### src/rtl/glb_edge_start_pipe.sv
// -----------------------------------------------------------------------------
// glb_edge_start_pipe
//
// West-edge ingress of the global buffer tile chain. Processor requests are
// registered into the chain through a PIPE_DEPTH-stage pipe. In-flight
// processor reads are counted against a credit limit of MAX_OUTSTANDING.
// NUM_CFG config channels are forwarded east with a registered request path
// and a registered response path.
//
// Optional build macro:
//   GLB_EDGE_START_RD_TIMEOUT_EN
//     defined   : read timeout logic is built (age counter, timeout response,
//                 drop counter that swallows the late east response of each
//                 timed-out read).
//     undefined : reads wait indefinitely, proc_rd_err is tied low, and every
//                 valid east response retires one read while any are in flight.
//
// Ports:
//   clk                 clock
//   reset               asynchronous active-high reset
//   proc_req            {wr_en, rd_en, addr, strb, data} from the processor
//   proc_rd_ready       read credit available (in-flight reads < limit)
//   proc_rd_data        read response data
//   proc_rd_data_valid  read response strobe
//   proc_rd_err         response was produced by a timeout (data is 0)
//   est_proc_req        pipelined request toward the east tile
//   est_proc_rsp        {valid, data} read response from the east tile
//   cfg_req             per channel {wr_en, rd_en, addr, wr_data}
//   cfg_rsp             per channel {rd_data_valid, rd_data}, registered
//   est_cfg_req         cfg_req registered once, toward the east tile
//   est_cfg_rsp         per channel config responses from the east tile
// -----------------------------------------------------------------------------
module glb_edge_start_pipe #(
  parameter int DATA_W          = 64,
  parameter int ADDR_W          = 22,
  parameter int CFG_W           = 32,
  parameter int NUM_CFG         = 2,
  parameter int PIPE_DEPTH      = 1,
  parameter int MAX_OUTSTANDING = 4,
  parameter int RD_TIMEOUT      = 64
) (
  input  logic                                clk,
  input  logic                                reset,
  input  logic [2+ADDR_W+DATA_W/8+DATA_W-1:0] proc_req,
  output logic                                proc_rd_ready,
  output logic [DATA_W-1:0]                   proc_rd_data,
  output logic                                proc_rd_data_valid,
  output logic                                proc_rd_err,
  output logic [2+ADDR_W+DATA_W/8+DATA_W-1:0] est_proc_req,
  input  logic [DATA_W:0]                     est_proc_rsp,
  input  logic [NUM_CFG*(2+2*CFG_W)-1:0]      cfg_req,
  output logic [NUM_CFG*(1+CFG_W)-1:0]        cfg_rsp,
  output logic [NUM_CFG*(2+2*CFG_W)-1:0]      est_cfg_req,
  input  logic [NUM_CFG*(1+CFG_W)-1:0]        est_cfg_rsp
);

  localparam int STRB_W    = DATA_W / 8;
  localparam int REQ_W     = 2 + ADDR_W + STRB_W + DATA_W;
  localparam int WR_BIT    = REQ_W - 1;
  localparam int RD_BIT    = REQ_W - 2;
  localparam int CFG_REQ_W = 2 + 2 * CFG_W;
  localparam int CFG_RSP_W = 1 + CFG_W;
  localparam int OUT_W     = $clog2(MAX_OUTSTANDING + 1);

  localparam logic [OUT_W-1:0] OUT_MAX = OUT_W'(MAX_OUTSTANDING);
  localparam logic [OUT_W-1:0] OUT_ONE = OUT_W'(1);

  // ---------------------------------------------------------------------------
  // Read acceptance and request pipe
  // ---------------------------------------------------------------------------
  logic             rd_accept;
  logic [REQ_W-1:0] req_in;

  logic [OUT_W-1:0] out_q;
  logic             have_out;

  assign proc_rd_ready = (out_q < OUT_MAX);
  assign have_out      = (out_q != '0);

  // A read only enters the chain when it is a pure read and a credit is
  // free; a write always wins over a simultaneous read.
  assign rd_accept = proc_req[RD_BIT] & ~proc_req[WR_BIT] & proc_rd_ready;

  always_comb begin
    req_in         = proc_req;
    req_in[RD_BIT] = rd_accept;
  end

  logic [PIPE_DEPTH-1:0][REQ_W-1:0] pipe_q;

  always_ff @(posedge clk or posedge reset) begin
    if (reset) begin
      pipe_q <= '0;
    end else begin
      pipe_q[0] <= req_in;
      for (int i = PIPE_DEPTH - 1; i > 0; i--) begin
        pipe_q[i] <= pipe_q[i-1];
      end
    end
  end

  assign est_proc_req = pipe_q[PIPE_DEPTH-1];

  // ---------------------------------------------------------------------------
  // Read response tracking
  // ---------------------------------------------------------------------------
  logic              rsp_valid;
  logic [DATA_W-1:0] rsp_data;
  logic              rsp_take;
  logic              retire;

  assign rsp_valid = est_proc_rsp[DATA_W];
  assign rsp_data  = est_proc_rsp[DATA_W-1:0];

`ifdef GLB_EDGE_START_RD_TIMEOUT_EN
  localparam int               AGE_W    = $clog2(RD_TIMEOUT);
  localparam logic [AGE_W-1:0] AGE_LAST = AGE_W'(RD_TIMEOUT - 1);
  localparam logic [AGE_W-1:0] AGE_ONE  = AGE_W'(1);

  logic [AGE_W-1:0] age_q;
  logic [OUT_W-1:0] drop_q;
  logic [OUT_W-1:0] drop_next;
  logic             rsp_discard;
  logic             timeout_fire;

  // Responses are in order, so while timed-out reads still owe a response
  // from the east, the next responses to arrive belong to them and are
  // swallowed rather than credited to the oldest live read.
  assign rsp_discard  = rsp_valid & (drop_q != '0);
  assign rsp_take     = rsp_valid & (drop_q == '0) & have_out;
  // A real response at the terminal age wins over the timeout.
  assign timeout_fire = have_out & (age_q == AGE_LAST) & ~rsp_take;
  assign retire       = rsp_take | timeout_fire;

  // Age of the oldest in-flight read; restarts on every retire so the next
  // read gets a full timeout window measured from that point.
  always_ff @(posedge clk or posedge reset) begin
    if (reset) begin
      age_q <= '0;
    end else if (retire || !have_out) begin
      age_q <= '0;
    end else begin
      age_q <= age_q + AGE_ONE;
    end
  end

  // Discard and timeout can coincide; the discard is applied first so the
  // saturation check sees the post-discard value.
  always_comb begin
    drop_next = drop_q;
    if (rsp_discard) begin
      drop_next = drop_q - OUT_ONE;
    end
    if (timeout_fire && (drop_next != OUT_MAX)) begin
      drop_next = drop_next + OUT_ONE;
    end
  end

  always_ff @(posedge clk or posedge reset) begin
    if (reset) begin
      drop_q <= '0;
    end else begin
      drop_q <= drop_next;
    end
  end

  always_ff @(posedge clk or posedge reset) begin
    if (reset) begin
      proc_rd_err <= 1'b0;
    end else begin
      proc_rd_err <= timeout_fire;
    end
  end
`else
  assign rsp_take    = rsp_valid & have_out;
  assign retire      = rsp_take;
  assign proc_rd_err = 1'b0;
`endif

  // Accept and retire in the same cycle cancel out. Retire only happens with
  // reads in flight and accept only with a free credit, so the count never
  // wraps.
  always_ff @(posedge clk or posedge reset) begin
    if (reset) begin
      out_q <= '0;
    end else begin
      case ({rd_accept, retire})
        2'b10:   out_q <= out_q + OUT_ONE;
        2'b01:   out_q <= out_q - OUT_ONE;
        default: out_q <= out_q;
      endcase
    end
  end

  // Data is forced to 0 on a timeout response and whenever no response is
  // being presented.
  always_ff @(posedge clk or posedge reset) begin
    if (reset) begin
      proc_rd_data_valid <= 1'b0;
      proc_rd_data       <= '0;
    end else begin
      proc_rd_data_valid <= retire;
      proc_rd_data       <= rsp_take ? rsp_data : '0;
    end
  end

  // ---------------------------------------------------------------------------
  // Config channels: one register each way, channels kept independent
  // ---------------------------------------------------------------------------
  for (genvar ch = 0; ch < NUM_CFG; ch++) begin : g_cfg
    logic [CFG_REQ_W-1:0] req_q;
    logic [CFG_RSP_W-1:0] rsp_q;

    always_ff @(posedge clk or posedge reset) begin
      if (reset) begin
        req_q <= '0;
        rsp_q <= '0;
      end else begin
        req_q <= cfg_req[ch*CFG_REQ_W +: CFG_REQ_W];
        rsp_q <= est_cfg_rsp[ch*CFG_RSP_W +: CFG_RSP_W];
      end
    end

    assign est_cfg_req[ch*CFG_REQ_W +: CFG_REQ_W] = req_q;
    assign cfg_rsp[ch*CFG_RSP_W +: CFG_RSP_W]     = rsp_q;
  end

endmodule

### config.mk
export PLATFORM = sky130hd
export DESIGN_NAME = glb_edge_start_pipe
export DESIGN_NICKNAME = d
export VERILOG_FILES = /design/src/rtl/glb_edge_start_pipe.sv
export SDC_FILE = /design/constraint.sdc
export NUM_CORES = 1
export LEC_CHECK = 0
export ABC_CLOCK_PERIOD_IN_PS = 15800
export CAP_MARGIN = 20
export CORE_AREA = 2 2 283 285
export CTS_CLUSTER_DIAMETER = 30
export DETAILED_ROUTE_END_ITERATION = 8
export DIE_AREA = 0 0 285 287
export GPL_TIMING_DRIVEN = 0
export PLACE_DENSITY = 0.34
export SETUP_SLACK_MARGIN = 0.5
export SLEW_MARGIN = 40
export SYNTH_ARGS = -nofsm -noshare
export SYNTH_HDL_FRONTEND = slang
export SYNTH_SLANG_ARGS = --single-unit
### constraint.sdc
create_clock -name clk -period 15.8 [get_ports clk]
set_input_delay 3.16 -clock clk [delete_from_list [all_inputs] [get_ports clk]]
set_output_delay 3.16 -clock clk [all_outputs]
set_load 0.05 [all_outputs]
==> results.md <==
- Critical path peak fanout: 1
- Synth Net Count: 822
- R2R depth: 11
- Status: complete, no violations
- First DRT Iteration DRCs: about 150
- CP arrival: between 1.5 and 2 ns
- XOR/XNOR Fraction of Synth Area: less than 1%
- Largest family of logic cells by synthesized area: simple AND/OR/NAND/NOR gates
- Initial antenna violation count: 7
- Pwr Density: about 180 mW/mm2
- Compound-Gate Fraction of Synth Area: less than 1%
- Synth Instances: 459
- Clock skew: between 0.05 and 0.06 ns
- Final Max Tran Viols: 0
- Cells after DPL: 2,233
- Core Util, Final: between 20% and 30%
- CTS tree: yes
- Final WL: around 43 mm
- Most frequent cell after synthesis: dfrtp_1
- # DRC: 0
- First-pass GRT wire length: ~60 mm
- Flops & latches, synth: roughly 360
- Reg2Reg Launch Point: out_q[0]$_DFFE_PP0P_
- Initial core utilization: between 10% and 20%
- Fraction of registers with async set/reset: 100%
- Cell taking the most area after synthesis: dfrtp_1
- Placed Area: between 0.015 and 0.02 mm2
- Routed WL per cell: 17.6 um
- Worst min path class: reg -> reg
- Total of max-cap violations: 0
- Antenna viol nets, final: 0
- Maximum vdd drop: around 0.097 mV
- CP Capture Type: primary output
- CTS sink cnt: 362
- Synth Area in Simple Gates: under 10%
- H-tree levels: 3
- Critical Path Sink: cfg_rsp[55]
- Die area: slightly above 0.08 mm2
- Final Wtd Congestion: about 0.8
- Hold_ws: approximately 0.5 ns
- DR vias: 7,343
- Crit path launch: g_cfg[1].rsp_q[22]$_DFF_PP0_
- Worst-Skew Late Latency: about 0.65 ns
- Filler cell count: about 7,900
- Die H: roughly 290 um
- R2r setup slk: roughly 14 ns
- Vias per Instance: approximately 3.0
- Post-DP HPWL: around 33 mm
- Post-synth EDFFs: 0
- Row count: slightly above 100
- Resized Gates After CTS: 0
- Slew @ Worst Pin: around 0.7 ns
- Leakage power: just under 10 nW
- FMAX: 194 MHz
- Post-CTS Setup Bufs: 0
- Cts hold-fix bufs: 0
- Post-synth top cells: dfrtp_1 (362), and3_1 (59), clkbuf_1 (7), and3_2 (5), buf_8 (5)
- Worst EP required: about 13 ns
- CP Cell Sequence: clkdlybuf4s50_1
- Critical-path top delay cell: clkdlybuf4s50_1
- Crit Path Category: reg -> out
- CTS buffer count: 110
- Final Cell Area: about 0.023 mm2
- Area grow syn2layout: 133%
- Hold path depth: 1
- Top cell type's share of synthesized area: between 90% and 100%
- RSZ-0062 raised after global routing: false
- Clock Tree Buf Depth: 3
- # IOs: 722
- GRT overflow: 0
- # nets final: roughly 1,700
- Largest net degree at the start of global routing: between 70 and 80
- Syn avg cell area: 21.2 um2
- Vias in the first global route: roughly 8,400
- Adder-Cell Fraction of Synth Area: 0.335%
- Main synth FF type: dfrtp_1
- IO buf count: 719
- Clock root cell: clkbuf_16
- Share of post-route cells with drive strength above 1: 15.8%
- Drt pass-1 iters: 4
- Seq/Total Area, Yosys: between 90% and 100%
- Reg2reg end: out_q[2]$_DFFE_PP0P_
- Reg clk slew, reported paths: approximately 0.040 ns
- Worst setup SP type: flop
- CP bufs+invs: 1
- Final setup violation count: 0
- Crit share post-route: around 33%
- Die X: roughly 290 um
- Final Critical Period: between 5 and 6 ns
- Largest cells by area after synthesis: dfrtp_1 (93%), and3_1 (3.8%), buf_8 (0.77%)
- Synth warn: 0
- CP peak stage delay: 0.90 ns
- Cell Area, Synth: 0.00971 mm2
- Final Non-Filler Cells: about 2,400
- Stages on worst setup path: 1
- Delay-heaviest family, CP: buffers and inverters
- Final hold viol count: 0
- Post-synthesis mux area share: 0%
- Total GRT Usage: 10.2%
- Core area: between 0.07 and 0.08 mm2
- Synth cell types: 22
- Rel. slew slack: roughly 54%
## how the worst min path moves through the flow
stage	startpoint	end	slack (ns)
6_report	out_q[0]$_DFFE_PP0P_	out_q[0]$_DFFE_PP0P_	0.51
5_1_grt	out_q[0]$_DFFE_PP0P_	out_q[0]$_DFFE_PP0P_	0.54
4_1_cts	out_q[0]$_DFFE_PP0P_	out_q[0]$_DFFE_PP0P_	0.52
3_5_place_dp	out_q[1]$_DFFE_PP0P_	out_q[1]$_DFFE_PP0P_	0.51
3_3_place_gp	out_q[0]$_DFFE_PP0P_	out_q[0]$_DFFE_PP0P_	0.49
2_1_floorplan	out_q[0]$_DFFE_PP0P_	out_q[0]$_DFFE_PP0P_	0.47
## area by class of cell
type	instances	area, um2	area share [%]
flip-flops and latches	362	9060	40.1
repair buffers	724	7330	32.4
clock buffers	137	3050	13.5
well taps	1050	1310	5.81
clock inverters	69	1180	5.21
multi-input cells	76	505	2.24
plain buffers	15	125	0.553
inverters	6	32.5	0.144
diodes	5	12.5	0.0553
## cell families after synthesis
group,after synthesis
fa+ha+maj,2
flops,362
other cells,1
compound gates,1
simple gates,69
buf+inv,21
xor+xnor,3
## registers in the layout (all words and copies together), names as in the netlist
register,count
est_proc_req,96
g_cfg.rsp_q,66
proc_rd_data_valid,1
proc_rd_data,64
out_q,3
g_cfg.req_q,132
## layout by cell type, fill, tap and decap left out, types with 2 or more instances in the layout
cell type and count:
clkdlybuf4s50_1 719, dfrtp_1 362, clkbuf_16 111, and3_1 59, clkinv_2 29, bufinv_16 28
clkbuf_8 17, clkbuf_1 16, diode_2 5, buf_8 5, and3_2 5, clkinvlp_4 5
buf_16 5, clkinv_16 4, inv_2 2, inv_1 2, xnor2_1 2
## metal layers
metal | vias up | routed length (um) | GRT usage (%)
li1 | 3203 | - | -
met1 | 3573 | 13400 | 9.25
met2 | 469 | 22500 | 18.0
met3 | 92 | 5910 | 6.48
met4 | 6 | 1140 | 4.66
met5 | - | 41 | 0
## power by group
group          internal, mW  switching (mW)
logic                 0.227           0.359
clock network          1.81           0.652
registers             0.998          0.0211
total                  3.03            1.03
## through the flow
step	TNS, ns	setup slack (ns)	power, mW
2_1_floorplan	0	2.59	1.35
3_5_place_dp	0	10.77	1.63
3_3_place_gp	-1053.09	-2.99	1.63
4_1_cts	0	10.56	4.14
6_report	0	10.65	4.06
5_1_grt	0	10.57	4.22
No activity file was read; power rests on OpenSTA's default activity.
